--- src/rtl/sample_packer_pkg.sv ---
// Shared constants for the sample packer and the host-side decoder.
//   DEF_SAMPLE_BYTES : bytes per sample word
//   DEF_SYNC_WORD    : re-alignment marker, sent with the same byte order as a sample
//   IDX_W            : width of the byte index inside a word
//   pk_state_e       : packer FSM encoding (IDLE=0, SEND=1)
package sample_packer_pkg;
  localparam int          DEF_SAMPLE_BYTES = 6;
  localparam logic [47:0] DEF_SYNC_WORD    = 48'hFFFF_FFFF_FFFF;
  localparam int          IDX_W            = 3;

  typedef enum logic {
    IDLE = 1'b0,
    SEND = 1'b1
  } pk_state_e;
endpackage

--- src/rtl/packer_shift_reg.sv ---
// Parallel-load, byte-shift-right register. Holds the word being serialised,
// presents its low byte, and tracks which byte of the word is on the output.
//   clk, reset : clock, synchronous active-high reset
//   load, din  : capture a new word (byte index restarts at 0)
//   shift      : the current byte was taken; advance to the next one
//   byte_out   : current byte (low byte of the register)
//   last       : current byte is the final byte of the word
module packer_shift_reg
  import sample_packer_pkg::*;
#(
  parameter int NBYTES = DEF_SAMPLE_BYTES
) (
  input  logic                clk,
  input  logic                reset,
  input  logic                load,
  input  logic                shift,
  input  logic [8*NBYTES-1:0] din,
  output logic [7:0]          byte_out,
  output logic                last
);
  logic [8*NBYTES-1:0] shreg;
  logic [IDX_W-1:0]    idx;

  assign byte_out = shreg[7:0];
  assign last     = (idx == IDX_W'(NBYTES - 1));

  always_ff @(posedge clk) begin
    if (reset) begin
      shreg <= '0;
      idx   <= '0;
    end else if (load) begin
      shreg <= din;
      idx   <= '0;
    end else if (shift) begin
      // The last byte stays on the output; the next load replaces it.
      if (last) begin
        idx <= '0;
      end else begin
        shreg <= shreg >> 8;
        idx   <= idx + IDX_W'(1);
      end
    end
  end
endmodule

--- src/rtl/sample_packer.sv ---
// Pops samples from a show-ahead FIFO and serialises each into bytes, LSB
// first, on a rdy/ack byte handshake. Optionally inserts a sync marker every
// SYNC_INTERVAL samples. Counts samples fully sent (markers excluded).
//   clk, reset            : clock, synchronous active-high reset
//   sample_rdy, sample    : FIFO not-empty and head word
//   sample_ack            : pop strobe, same cycle as the word is latched
//   sync_en               : enable marker insertion (0 also clears the interval count)
//   data_rdy, data        : output byte and its valid
//   data_ack              : consumer takes the byte this cycle
//   sample_count          : samples sent, wraps
module sample_packer
  import sample_packer_pkg::*;
#(
  parameter int                        SAMPLE_BYTES  = DEF_SAMPLE_BYTES,
  parameter int                        SYNC_INTERVAL = 1024,
  parameter logic [8*SAMPLE_BYTES-1:0] SYNC_WORD     = DEF_SYNC_WORD,
  parameter int                        COUNT_W       = 16
) (
  input  logic                      clk,
  input  logic                      reset,
  input  logic                      sample_rdy,
  input  logic [8*SAMPLE_BYTES-1:0] sample,
  output logic                      sample_ack,
  input  logic                      sync_en,
  output logic                      data_rdy,
  output logic [7:0]                data,
  input  logic                      data_ack,
  output logic [COUNT_W-1:0]        sample_count
);
  localparam int SC_W = $clog2(SYNC_INTERVAL + 1);

  pk_state_e                 state;
  logic                      is_sync;
  logic [SC_W-1:0]           sync_cnt;
  logic                      take_sync;
  logic                      xfer;
  logic                      load;
  logic                      last_byte;
  logic [8*SAMPLE_BYTES-1:0] load_word;

  // Marker wins over a waiting sample; the FIFO is only popped when a sample
  // is actually latched, so the pop strobe is combinational with the load.
  assign take_sync  = (state == IDLE) && sync_en && (sync_cnt == SC_W'(SYNC_INTERVAL));
  assign sample_ack = !reset && (state == IDLE) && !take_sync && sample_rdy;
  assign load       = take_sync || sample_ack;
  assign load_word  = take_sync ? SYNC_WORD : sample;
  assign xfer       = data_rdy && data_ack;

  packer_shift_reg #(.NBYTES(SAMPLE_BYTES)) u_sr (
    .clk      (clk),
    .reset    (reset),
    .load     (load),
    .shift    (xfer),
    .din      (load_word),
    .byte_out (data),
    .last     (last_byte)
  );

  always_ff @(posedge clk) begin
    if (reset) begin
      state        <= IDLE;
      data_rdy     <= 1'b0;
      is_sync      <= 1'b0;
      sync_cnt     <= '0;
      sample_count <= '0;
    end else begin
      case (state)
        IDLE: begin
          if (load) begin
            state    <= SEND;
            data_rdy <= 1'b1;
            is_sync  <= take_sync;
          end
        end
        SEND: begin
          if (xfer && last_byte) begin
            state    <= IDLE;
            data_rdy <= 1'b0;
            if (!is_sync) sample_count <= sample_count + COUNT_W'(1);
          end
        end
        default: begin
          state    <= IDLE;
          data_rdy <= 1'b0;
        end
      endcase

      // Interval counter: cleared while disabled or when a marker is taken,
      // bumped once per completed sample, saturating at the interval.
      if (!sync_en || take_sync)
        sync_cnt <= '0;
      else if ((state == SEND) && xfer && last_byte && !is_sync &&
               (sync_cnt != SC_W'(SYNC_INTERVAL)))
        sync_cnt <= sync_cnt + SC_W'(1);
    end
  end
endmodule

--- config.mk ---
export PLATFORM = sky130hd
export DESIGN_NAME = sample_packer
export DESIGN_NICKNAME = d
export VERILOG_FILES = /design/src/rtl/sample_packer_pkg.sv /design/src/rtl/packer_shift_reg.sv /design/src/rtl/sample_packer.sv
export SDC_FILE = /design/constraint.sdc
export NUM_CORES = 1
export LEC_CHECK = 0
export BUFFER_PORTS_ARGS = -buffer_cell sky130_fd_sc_hd__buf_2
export CAP_MARGIN = 20
export CORE_AREA = 2 2 91 93
export DETAILED_ROUTE_END_ITERATION = 10
export DIE_AREA = 0 0 93 95
export MAX_ROUTING_LAYER = met4
export PLACE_DENSITY = 0.74
export SYNTH_ARGS = -nofsm -noshare
export SYNTH_HDL_FRONTEND = slang
export SYNTH_SLANG_ARGS = --single-unit
--- constraint.sdc ---
create_clock -name clk -period 4.3 [get_ports clk]
set_input_delay 0.43 -clock clk [delete_from_list [all_inputs] [get_ports clk]]
set_output_delay 0.43 -clock clk [all_outputs]
set_load 0.05 [all_outputs]
# [After elaboration in Yosys (flattened, before gate mapping)]
# Cells that the tools add are included.
# W data, S select, Z words.
[totals] elab_cells=53 input_bits=53 reg_bits=81 output_inout_bits=26
[classes] mux=11 eq_ne=6 add_sub_neg=3 bitwise_logic=2 reduce_logical=24
[op_table] op="$mux W48" n=4
[op_table] op="$add A16 B1 Y16 const B" n=1
[op_table] op="$add A11 B1 Y11 const B" n=1
[op_table] op="$eq A11 B11 Y1 const B" n=1
[op_table] op="$logic_and A1 B1 Y1" n=11
[op_table] op="$ne A11 B11 Y1 const B" n=1
[op_table] op="$reduce_and A2 Y1" n=3
[op_table] op="$logic_not A1 Y1" n=4
[op_table] op="$mux W1" n=4
[op_table] op="$ne A2 B2 Y1 const B" n=2
[op_table] op="$pmux W1 S2" n=2
[op_table] op="$reduce_or A2 Y1" n=2
[op_table] op="$add A3 B1 Y3 const B" n=1
[op_table] op="$eq A3 B3 Y1 const B" n=1
[op_table] op="$mux W3" n=1
[op_table] op="$reduce_and A3 Y1" n=1
[op_table] op="$logic_or A1 B1 Y1" n=2
[op_table] op="$ne A2 B1 Y1 const B" n=1
[op_table] op="$not A1 Y1" n=2
[op_table] op="$reduce_bool A2 Y1" n=1

# [Depth between registers and ports, before layout]
[depth] depth_word=9 mapped_depth=8 ltp_nobuf=6

# [Hierarchy]
# A second synthesis with hierarchy kept.
[hier_totals] hier_cells=532 hier_area_um2=4286.6
[modules_own_cells] mod="packer_shift_reg" seq_area_each_um2=1021.0 instances=1 area_each_um2=2466.1 cells_per_inst=299
[modules_own_cells] mod="sample_packer" seq_area_each_um2=600.6 instances=1 area_each_um2=1820.5 cells_per_inst=233

# [Worst setup path before layout]
# OpenSTA, ideal clock, no wires.
[synth_path] path_type="register to output" from="reg state" to="out sample_ack" path_slack_ns=1.884 n_path_buf=3 required_ns=3.870 t_arrival_ns=1.986 path_stages_with_launch=6 path_cell_list="dfxtp_1 buf_4 or3b_2 clkbuf_1 clkbuf_1 a21oi_1"
[synth_via] elab_chain_len=6 elab_cells_between_ends=7 cone_classes="bitwise: 1; reduce/logical: 6"
[synth_lines] element="start, declared" line="sample_packer.sv:32" text="pk_state_e state;"
[synth_lines] element="start signal, assigned" line="sample_packer.sv:61" text="state <= IDLE;"
[synth_lines] element="start signal, assigned" line="sample_packer.sv:70" text="state <= SEND;"
[synth_lines] element="start signal, assigned" line="sample_packer.sv:77" text="state <= IDLE;"
[synth_lines] element="$not A1 Y1 (no line) *"
[synth_lines] element="$logic_and A1 B1 Y1 (2 in a row)" line="sample_packer.sv:43" text="assign take_sync = (state == IDLE) && sync_en && (sync_cnt == SC_W'(SYNC_INTERVAL));"
[synth_lines] element="$logic_not A1 Y1" line="sample_packer.sv:44" text="assign sample_ack = !reset && (state == IDLE) && !take_sync && sample_rdy;"
[synth_lines] element="$logic_and A1 B1 Y1 * (2 in a row)" line="sample_packer.sv:44"
[synth_lines] element="end, declared" line="sample_packer.sv:23" text="output logic sample_ack,"
# Mark *: on every way between the ends. The rest lies on a longest branch, timed or not.

# [Worst setup path after layout]
[layout_path] from="reg u_sr.idx[1]" to="reg sample_count[14]"
[layout_via] elab_chain_len=3
[layout_lines] element="start, declared" line="packer_shift_reg.sv:22" text="logic [IDX_W-1:0] idx;"
[layout_lines] element="start signal, assigned" line="packer_shift_reg.sv:40" text="idx <= idx + IDX_W'(1);"
[layout_lines] element="$eq A3 B3 Y1" line="packer_shift_reg.sv:25" text="assign last = (idx == IDX_W'(NBYTES - 1));"
[layout_lines] element="$logic_and A1 B1 Y1" line="sample_packer.sv:76" text="if (xfer && last_byte) begin"
[layout_lines] element="$reduce_and A3 Y1 (no line)"
[layout_lines] element="end signal, assigned" line="sample_packer.sv:79" text="if (!is_sync) sample_count <= sample_count + COUNT_W'(1);"
[layout_lines] element="end, declared" line="sample_packer.sv:28" text="output logic [COUNT_W-1:0] sample_count"
# Every way passes these cells.
# A chain may end at the register's enable or synchronous reset.

==> metrics.md <==
| Metric | Value |
|---|---|
| F_max | 373 MHz |
| Startpoint class of the critical path | flop |
| Syn_nets | 579 |
| Synth Instances | 523 |
| Synth Warn # | 0 |
| Yosys reg bits | 81 |
| Initial antenna violation count | 0 |
| Synth top area cells | dfxtp_1, a22o_1, a21oi_1, nand3_1, a31oi_1 |
| Critical path's largest stage delay | 0.87 ns |
| Start point of the critical path | u_sr.idx[1] |
| Min-delay src | sample[47] |
| Post-DR wirelength/cell | 15.6 um |
| Fin. Hold Viols | 0 |
| DIE WIDTH | 93 um |
| Max-cap violation count | 0 |
| EDFF count, synth | 0 |
| Post CTS Setup Buffer Count | 0 |
| Final period utilization | 0.623 |
| CTS tree | yes |
| Slowest CP cell | or3_1 |
| I/O pin cnt | 79 |
| Share of layout cells above drive strength 1 | 0.197 |
| Top-count cell post-synth | dfxtp_1 |
| Ys flop type | dfxtp_1 |
| Rows | 33 |
| WP data arrival | 2.93 ns |
| Cts hold-fix bufs | 0 |
| GP Congestion | 0.835 |
| # nets final | 619 |
| Mean Syn Cell Area | 7.95 um2 |
| HPWL Detailed | 6590 um |
| # diodes | 0 |
| Synth area leader | dfxtp_1 |
| Total power | 0.00158 W |
| Initial Utilization | 0.525 |
| CP endpoint kind | flop |
| PortBufs | 78 |
| Grt ovf | 0 |
| Die area | 0.00884 mm2 |
| # setup viols final | 0 |
| R2R Setup Slk | 1.62 ns |
| Syn Std Cell Area | 0.00416 mm2 |
| Pin count of the biggest net entering global routing | 83 |
| GRT Total Usage | 0.254 |
| DR vias/cell | 6.13 |
| WL final | 10500 um |
| Clock Sinks | 81 |
| Status | finished clean |
| Layout area overhead | 13.0% |
| Clk_skew | 0.0149 ns |
| CTS clk-pin slew, worst paths | 0.09 ns |
| Vias in the first global route | 3874 |
| Reg2Reg Launch Point | u_sr.idx[1] |
| Setup CP Type | flop to flop |
| CP required | 4.55 ns |
| CP Max Fanout | 26 |
| Depth of the most critical reg-to-reg path | 4 |
| Yosys top cell area share | 0.390 |
| Residual DRC | 0 |
| Worst-Skew Late Latency | 0.35 ns |
| Clk root buf | clkbuf_8 |
| Power Density | 337 mW/mm2 |
| Core ar. | 0.00793 mm2 |
| H-tree levels | 3 |
| First-pass GRT wire length | 17900 um |
| Worst hold path class | primary input to flop |
| R2R Path End | sample_count[14] |
| Crit-path cells | nand3b_1 -> or3_1 -> nor4_1 -> mux2_2 |
| Part of the Yosys area used for sequential elements | 0.390 |
| Final worst slack | 1.62 ns |
| DR pass1 iterations | 5 |
| Setup TNS | 0 ns |
| Final ANT Viol Nets | 0 |
| Yosys cell types | 41 |
| DP Worst Slack | 1.60 ns |
| RSZ-0062 raised after global routing | no |
| Final Max Tran Viols | 0 |
| Leak pwr | 1.72 nW |
| Buffers & Inverters on Critical Path | 0 |
| Starting DRC count in detailed routing | 262 |
| Tmin final | 2.68 ns |
| CP top delay family | simple AND/OR/NAND/NOR gates |
| TritonCTS Buffers | 9 |
| Worst Hold Depth | 3 |
| Post-synth top cells | dfxtp_1, a21oi_1, nor2_1, nand3_1, clkbuf_1 |
| Slew HR | 0.432 |
| WHS Endpoint | u_sr.shreg[47] |
| Post_cts resized | 0 |
| Max IR drop VDD | 167 uV |
| Via count | 4127 |
| Worst Max-Slew Pin Slew | 0.852 ns |
| Ys async rst share | 0 |
| Longest Clk Path Bufs | 2 |
| Die height | 95 um |
==> metrics by stage <==
stage / std cells / instance area [um2] / hold slack [ns] / util
final: 673 / 4700 / 0.437 / 0.593
after global routing: 673 / 4700 / 0.462 / 0.593
after CTS: 673 / 4700 / 0.427 / 0.593
after detailed placement: 657 / 4500 / 0.456 / 0.567
after global placement: 656 / 4490 / 0.450 / 0.566
after floorplan: 523 / 4160 / 0.444 / -
==> power breakdown <==
part / internal [W] / leakage (nW) / switching [W] / total, W
sequential: 0.000784 / 0.661 / 0.0000197 / 0.000804
clock: 0.000301 / 0.103 / 0.000279 / 0.000580
combinational: 0.0000810 / 0.957 / 0.000118 / 0.000199
==> cell usage in the layout (no fill, tap or decap), types with 4 or more instances in the layout <==
cell type	count
nand2_1	22
or3_1	4
nand4_1	9
o31ai_1	8
nor3_1	16
or4_1	8
a31oi_1	40
buf_4	8
nor2b_1	5
a211oi_1	8
a22o_1	40
nor2_1	53
buf_2	79
dfxtp_1	81
o21ai_0	5
nor4_1	6
a21oi_1	60
nand3_1	51
inv_1	7
xnor2_1	9
clkbuf_8	11
==> layout make-up <==
type                            instances  area (um2)
Clock inverter                          4        51.3
Tap cell                              105         131
Sequential cell                        81        1620
Timing Repair Buffer                   87         455
Multi-Input combinational cell        377        2260
Fill cell                             766        3230
Inverter                                7        26.3
Clock buffer                           12         155
==> cell families after synthesis <==
family / synth area share
AND/OR/NAND/NOR: 0.241
AO/OA/AOI/OAI: 0.267
flip-flops: 0.390
buffers and inverters: 0.0689
XOR/XNOR: 0.0189
adder cells (fa/ha/maj): 0.00902
multiplexers: 0.00541
==> per-layer routing <==
| metal | part of all wire | GRT usage | routed length, um | up-vias |
|---|---|---|---|---|
| met5 | 0 | - | 0 | - |
| met3 | 0.059 | 0.0423 | 615 | 12 |
| met4 | 0.012 | 0.0748 | 131 | 0 |
| li1 | - | - | - | 2024 |
| met2 | 0.48 | 0.421 | 5060 | 144 |
| met1 | 0.45 | 0.321 | 4700 | 1947 |
==> flip-flops by register name (all words and copies together) (netlist names) <==
name,flops
u_sr.idx,3
u_sr.shreg,48
state,1
sample_count,16
is_sync,1
sync_cnt,11
data_rdy,1
==> worst max-delay path by stage <==
| stage | endpoint | cells after the start | slack (ns) |
|---|---|---|---|
| after floorplan | sample_ack | 5 | 1.88 |
| after global placement | sample_count[14] | 4 | 1.67 |
| after detailed placement | sample_count[14] | 4 | 1.60 |
| after CTS | sample_count[14] | 4 | 1.59 |
| after global routing | sample_count[14] | 4 | 1.35 |
| final | sample_count[14] | 4 | 1.62 |
==> worst min-delay path, cell delays in order <==
cell,delay [ns]
buf_2,0.08
nor3_1,0.04
a211oi_1,0.19
(Power assumes the default switching activity.)
